--- config.mk ---
export PLATFORM = sky130hd
export DESIGN_NAME = rsi_calc
export DESIGN_NICKNAME = d
export VERILOG_FILES = /design/src/rtl/rsi_pkg.sv /design/src/rtl/rsi_div.sv /design/src/rtl/rsi_calc.sv
export SDC_FILE = /design/constraint.sdc
export NUM_CORES = 2
export LEC_CHECK = 0
export CORE_UTILIZATION = 58
export CTS_BUF_LIST = sky130_fd_sc_hd__clkbuf_16
export DETAILED_ROUTE_END_ITERATION = 12
export PLACE_DENSITY = 0.77
export SLEW_MARGIN = 20
export SYNTH_ARGS = -nofsm -noshare
export SYNTH_HDL_FRONTEND = slang
export SYNTH_SLANG_ARGS = --single-unit
--- constraint.sdc ---
create_clock -name clk -period 6.9 [get_ports clk]
set_input_delay 1.38 -clock clk [delete_from_list [all_inputs] [get_ports clk]]
set_output_delay 1.38 -clock clk [all_outputs]
set_load 0.005 [all_outputs]
--- src/rtl/rsi_pkg.sv ---
// ============================================================
// rsi_pkg : shared constants and state encoding for rsi_calc
// Rev 1.0
// ============================================================
`default_nettype none

package rsi_pkg;

    localparam int RSI_DW      = 32;
    localparam int RSI_WINDOW  = 14;
    localparam int RSI_SCALE   = 100;
    localparam int RSI_NEUTRAL = 50;

    typedef enum logic [1:0] {
        EMPTY = 2'd0,
        FILL  = 2'd1,
        RUN   = 2'd2,
        DIV   = 2'd3
    } rsi_state_e;

endpackage

`default_nettype wire

--- src/rtl/rsi_div.sv ---
// ============================================================
// rsi_div : 7-bit restoring divider, one quotient bit per cycle
// Rev 1.0
// ============================================================
`default_nettype none

module rsi_div #(
    parameter int NW   = 44,
    parameter int DENW = 38
) (
    input  logic            clk,
    input  logic            rst_n,
    input  logic            start,
    input  logic [NW-1:0]   num,
    input  logic [DENW-1:0] den,
    output logic            done,
    output logic [6:0]      quot
);

    logic [NW-1:0]   rem_q,  rem_d;
    logic [DENW-1:0] den_q,  den_d;
    logic [6:0]      quot_q, quot_d;
    logic [2:0]      bit_q,  bit_d;
    logic            busy_q, busy_d;
    logic            done_q, done_d;

    logic [NW-1:0]   w_rem;
    logic [NW-1:0]   w_shift;
    logic [DENW-1:0] w_den;
    logic [2:0]      w_bit;

    // The start cycle resolves bit 6 straight from the operand inputs
    always_comb begin
        rem_d   = rem_q;
        den_d   = den_q;
        quot_d  = quot_q;
        bit_d   = bit_q;
        busy_d  = busy_q;
        done_d  = 1'b0;
        w_rem   = start ? num : rem_q;
        w_den   = start ? den : den_q;
        w_bit   = start ? 3'd6 : bit_q;
        w_shift = NW'(w_den) << w_bit;

        if (start || busy_q) begin
            den_d = w_den;
            if (start) begin
                quot_d = 7'd0;
            end
            if (w_rem >= w_shift) begin
                rem_d         = w_rem - w_shift;
                quot_d[w_bit] = 1'b1;
            end else begin
                rem_d         = w_rem;
                quot_d[w_bit] = 1'b0;
            end
            if (w_bit == 3'd0) begin
                busy_d = 1'b0;
                done_d = 1'b1;
            end else begin
                busy_d = 1'b1;
                bit_d  = w_bit - 3'd1;
            end
        end
    end

    always_ff @(posedge clk or negedge rst_n) begin
        if (!rst_n) begin
            rem_q  <= '0;
            den_q  <= '0;
            quot_q <= '0;
            bit_q  <= '0;
            busy_q <= 1'b0;
            done_q <= 1'b0;
        end else begin
            rem_q  <= rem_d;
            den_q  <= den_d;
            quot_q <= quot_d;
            bit_q  <= bit_d;
            busy_q <= busy_d;
            done_q <= done_d;
        end
    end

    assign done = done_q;
    assign quot = quot_q;

endmodule

`default_nettype wire

--- src/rtl/rsi_calc.sv ---
// ============================================================
// rsi_calc : sliding-window RSI over WINDOW price deltas
// Rev 1.0
// ============================================================
`default_nettype none

module rsi_calc
    import rsi_pkg::*;
#(
    parameter int WINDOW = RSI_WINDOW,
    parameter int DW     = RSI_DW
) (
    input  logic          clk,
    input  logic          rst_n,
    input  logic [DW-1:0] price,
    input  logic          price_valid,
    output logic          price_ready,
    output logic [DW-1:0] RSI,
    output logic          rsi_valid
);

    localparam int SW   = DW + 5;
    localparam int NW   = SW + 7;
    localparam int DENW = SW + 1;
    localparam int PW   = $clog2(WINDOW);
    localparam int CW   = $clog2(WINDOW + 1);

    rsi_state_e      state_q,     state_d;
    logic [DW-1:0]   prev_q,      prev_d;
    logic [DW-1:0]   gain_new_q,  gain_new_d;
    logic [DW-1:0]   loss_new_q,  loss_new_d;
    logic [DW-1:0]   gain_old_q,  gain_old_d;
    logic [DW-1:0]   loss_old_q,  loss_old_d;
    logic            upd_q,       upd_d;
    logic [SW-1:0]   g_sum_q,     g_sum_d;
    logic [SW-1:0]   l_sum_q,     l_sum_d;
    logic [PW-1:0]   ptr_q,       ptr_d;
    logic [CW-1:0]   fill_q,      fill_d;
    logic [3:0]      cnt_q,       cnt_d;
    logic [DW-1:0]   rsi_q,       rsi_d;
    logic            rsi_valid_q, rsi_valid_d;

    logic [DW-1:0]   gain_buf_q [WINDOW];
    logic [DW-1:0]   loss_buf_q [WINDOW];

    logic            w_accept;
    logic            w_full;
    logic            w_buf_we;
    logic            w_div_start;
    logic            w_div_done;
    logic [6:0]      w_quot;
    logic [NW-1:0]   w_num;
    logic [DENW-1:0] w_den;

    assign price_ready = (state_q != DIV);
    assign w_accept    = price_valid && price_ready;
    assign w_full      = (fill_q == CW'(WINDOW));
    assign w_buf_we    = w_accept && (state_q == FILL || state_q == RUN);
    assign w_div_start = (state_q == DIV) && (cnt_q == 4'd1);
    assign w_num       = NW'(g_sum_q) * NW'(RSI_SCALE);
    assign w_den       = DENW'(g_sum_q) + DENW'(l_sum_q);

    always_comb begin
        state_d     = state_q;
        prev_d      = prev_q;
        gain_new_d  = gain_new_q;
        loss_new_d  = loss_new_q;
        gain_old_d  = gain_old_q;
        loss_old_d  = loss_old_q;
        upd_d       = 1'b0;
        g_sum_d     = g_sum_q;
        l_sum_d     = l_sum_q;
        ptr_d       = ptr_q;
        fill_d      = fill_q;
        cnt_d       = cnt_q;
        rsi_d       = rsi_q;
        rsi_valid_d = 1'b0;

        // Sums lag the delta capture by one edge; the evicted pair is zero while filling
        if (upd_q) begin
            g_sum_d = g_sum_q + SW'(gain_new_q) - SW'(gain_old_q);
            l_sum_d = l_sum_q + SW'(loss_new_q) - SW'(loss_old_q);
        end

        case (state_q)
            EMPTY: begin
                if (w_accept) begin
                    prev_d  = price;
                    state_d = FILL;
                end
            end
            FILL, RUN: begin
                if (w_accept) begin
                    prev_d     = price;
                    gain_new_d = (price > prev_q) ? price - prev_q : '0;
                    loss_new_d = (prev_q > price) ? prev_q - price : '0;
                    gain_old_d = w_full ? gain_buf_q[ptr_q] : '0;
                    loss_old_d = w_full ? loss_buf_q[ptr_q] : '0;
                    upd_d      = 1'b1;
                    ptr_d      = (ptr_q == PW'(WINDOW - 1)) ? '0 : ptr_q + 1'b1;
                    if (!w_full) begin
                        fill_d = fill_q + 1'b1;
                    end
                    if (w_full || fill_q == CW'(WINDOW - 1)) begin
                        state_d = DIV;
                        cnt_d   = 4'd0;
                    end
                end
            end
            DIV: begin
                cnt_d = cnt_q + 4'd1;
                if (cnt_q == 4'd9) begin
                    state_d = RUN;
                end
            end
            default: state_d = EMPTY;
        endcase

        if (w_div_done) begin
            rsi_d       = (w_den == '0) ? DW'(RSI_NEUTRAL) : DW'(w_quot);
            rsi_valid_d = 1'b1;
        end
    end

    always_ff @(posedge clk or negedge rst_n) begin
        if (!rst_n) begin
            state_q     <= EMPTY;
            prev_q      <= '0;
            gain_new_q  <= '0;
            loss_new_q  <= '0;
            gain_old_q  <= '0;
            loss_old_q  <= '0;
            upd_q       <= 1'b0;
            g_sum_q     <= '0;
            l_sum_q     <= '0;
            ptr_q       <= '0;
            fill_q      <= '0;
            cnt_q       <= '0;
            rsi_q       <= '0;
            rsi_valid_q <= 1'b0;
        end else begin
            state_q     <= state_d;
            prev_q      <= prev_d;
            gain_new_q  <= gain_new_d;
            loss_new_q  <= loss_new_d;
            gain_old_q  <= gain_old_d;
            loss_old_q  <= loss_old_d;
            upd_q       <= upd_d;
            g_sum_q     <= g_sum_d;
            l_sum_q     <= l_sum_d;
            ptr_q       <= ptr_d;
            fill_q      <= fill_d;
            cnt_q       <= cnt_d;
            rsi_q       <= rsi_d;
            rsi_valid_q <= rsi_valid_d;
        end
    end

    // Delta history needs no reset: entries are only read once the fill count says they are valid
    always_ff @(posedge clk) begin
        if (w_buf_we) begin
            gain_buf_q[ptr_q] <= gain_new_d;
            loss_buf_q[ptr_q] <= loss_new_d;
        end
    end

    rsi_div #(
        .NW   (NW),
        .DENW (DENW)
    ) u_div (
        .clk   (clk),
        .rst_n (rst_n),
        .start (w_div_start),
        .num   (w_num),
        .den   (w_den),
        .done  (w_div_done),
        .quot  (w_quot)
    );

    assign RSI       = rsi_q;
    assign rsi_valid = rsi_valid_q;

endmodule

`default_nettype wire

==> results_dict.tcl <==
set metrics [dict create \
    crit_fanout 6 \
    viasPerCell 6.28 \
    io_pins 69 \
    end_kind "flop" \
    cp.depth 26 \
    synth_top_area_frac 0.411 \
    drc_errors 0 \
    syn_area_per_cell_um2 13.0 \
    synth.yosys.seq_area_share 0.545 \
    critPathLaunchType "flop" \
    tns_ns 0 \
    dr_total_vias 42350 \
    path_class "flop to flop" \
    drtAntennaViolNets 0 \
    skew_ns 0.0374 \
    hold_ws_ns 0.489 \
    fill_cells 7712 \
    relSlewSlack 0.264 \
    insertion_delay_ns 0.78 \
    path_clk_slew_ns 0.06 \
    async_flop_share 0.281 \
    drtPass1Iterations 5 \
    ys_top_cells_by_count "edfxtp_1 (896), inv_1 (479), dfrtp_1 (351)" \
    synth_top_cell_by_area "edfxtp_1" \
    regArea_um2 35700 \
    syn_area_um2 65500 \
    cp_num_buf_inv 1 \
    ys_types 84 \
    hold_violations 0 \
    die_y_um 338 \
    crit_arrival_ns 7.33 \
    wire_per_inst_um 25.1 \
    place_congestion 0.969 \
    die_w_um 338 \
    multi_input_area_um2 27400 \
    grt_pass1_wl_mm 255 \
    yosysMostFrequentCell "edfxtp_1" \
    grt_overflow 0 \
    htreeDepth 4 \
    dieArea_um2 114000 \
    holdBufCountCts 0 \
    drtIter0Drc 4196 \
    synth-edff-count 896 \
    row_count 122 \
    slew_viol_final 0 \
    place_hpwl_mm 110 \
    status "completed" \
    setup_violations 0 \
    hp-class "flop to flop" \
    clock-sinks 1247 \
    area_delta_synth_final_pct 11.4 \
    yosys-top-cells-area "edfxtp_1 (41%), dfrtp_1 (13%), mux4_2 (9.0%)" \
    ys_warn_count 0 \
    min_period_over_period 0.972 \
    layout.nets 5626 \
    worst_slew_pin_slew_ns 1.10 \
    critPathTopFamily "compound AO/OA/AOI/OAI gates" \
    max_stage_delay_ns 0.54 \
    root_buffer "clkbuf_16" \
    wl_mm 169 \
    slowest_stage "or4_1" \
    antenna_found_initial 6 \
    drive_gt1_frac 0.147 \
    grt.total_usage 0.300 \
    cap_violations 0 \
    min_delay_path_depth 2 \
    postSynthCellCount 5027 \
    grt_pass1_vias 42011 \
    max_freq_mhz 149 \
    coreArea_um2 111000 \
    r2r_setup_slack_ns 0.19 \
    clockBufferDepth 3 \
    ys_ff_latch 1247 \
    synth_ff_type "edfxtp_1" \
    crit_required_ns 7.53 \
    initial_core_util 0.589 \
    portBuffers 43 \
    layout.cells.non_filler 6744 \
    finalCriticalPeriod_ns 6.71 \
    ff2ff_path_depth 26 \
    dp_cells 6489 \
    cts_buffers 132 \
    grt_max_degree 142 \
    cts_tree "done" \
]
## final cells by class
class	instances	share of cell area
timing repair buffer	209	0.0256
multi-input combinational	3074	0.375
tap	1488	0.0255
clock inverter	109	0.0139
clock buffer	134	0.0459
inverter	481	0.0247
sequential	1247	0.489
antenna	2	0.0000686
## worst register-to-register path, stage by stage, from the launching register on
cell	delay, ns
dfrtp_1	0.50
ha_1	0.27
inv_1	0.07
fa_1	0.25
nor2b_4	0.06
o31a_1	0.30
o31ai_4	0.22
a21oi_2	0.14
a31o_1	0.28
a311o_1	0.37
a21oi_2	0.24
o21ai_0	0.15
mux2i_1	0.24
mux2i_1	0.14
a21oi_1	0.27
ha_1	0.29
a21oi_1	0.13
nand2_1	0.10
nor2_1	0.05
a211oi_1	0.53
a21oi_1	0.25
o21ai_0	0.31
a21oi_2	0.15
o31ai_1	0.37
a31oi_1	0.23
or4_1	0.54
o311a_1	0.13
## repair_timing
action	CTS	global route
endpoints found under the setup margin	41	51
cloned	0	2
resized for setup	4	28
pin swaps	0	13
buffers inserted	0	7
hold endpoints to repair	0	0
## state kept, by name (all words and copies together), names as in the netlist, 2 cells and up
register and cells:
fill_q 4, u_div.den_q 38, u_div.bit_q 3, loss_buf_q 448, gain_buf_q 448, ptr_q 4
RSI 7, u_div.rem_q 44, state_q 2, u_div.quot 7, cnt_q 4, g_sum_q 37
loss_new_q 32, prev_q 32, gain_new_q 32, loss_old_q 32, gain_old_q 32, l_sum_q 37
## layout by cell type, fill, tap and decap left out, types with 160 or more instances in the layout
cell type and instances:
ha_1 343, o21ai_0 271, mux4_2 262, a21oi_1 297, nand2_1 339, dfrtp_1 345, nor2_1 184, edfxtp_1 896
inv_1 511, a21o_1 160
## metrics by stage
step | instance area, um2 | setup WS, ns | utilization
floorplan | 65600 | 0.0776 | -
global placement | 68400 | -0.00253 | 0.614
detailed placement | 68400 | -0.0922 | 0.614
CTS | 72800 | 0.0524 | 0.654
global route | 73000 | -0.0498 | 0.656
finish | 73000 | 0.192 | 0.656
## kinds of logic after synthesis
family	Yosys count	synth area share
flip-flops	1247	0.545
AO/OA/AOI/OAI	1139	0.113
AND/OR/NAND/NOR	835	0.0590
buffers and inverters	730	0.0434
adder cells (fa/ha/maj)	446	0.0966
multiplexers	411	0.114
XOR/XNOR	218	0.0291
other	1	0.0000572
## path summary, 6_finish.rpt
path	from	to
worst max-delay path	l_sum_q[0]	u_div.rem_q[43]
worst min-delay path	u_div.rem_q[17]	u_div.rem_q[17]
worst max register to register	l_sum_q[0]	u_div.rem_q[43]
worst min register to register	u_div.rem_q[17]	u_div.rem_q[17]
max in group asynchronous	rst_n	ptr_q[2]
min in group asynchronous	rst_n	fill_q[2]
## per-layer routing
layer	GRT usage	wire length [um]	up-vias
met2	0.490	80900	1864
li1	-	-	18831
met3	0.0462	14000	351
met5	0	57	-
met4	0.103	5980	8
met1	0.414	68500	21296
Power is left out: the tool's default activity adds up to more than one toggle a clock period on the data nets, which glitch-free logic cannot reach.
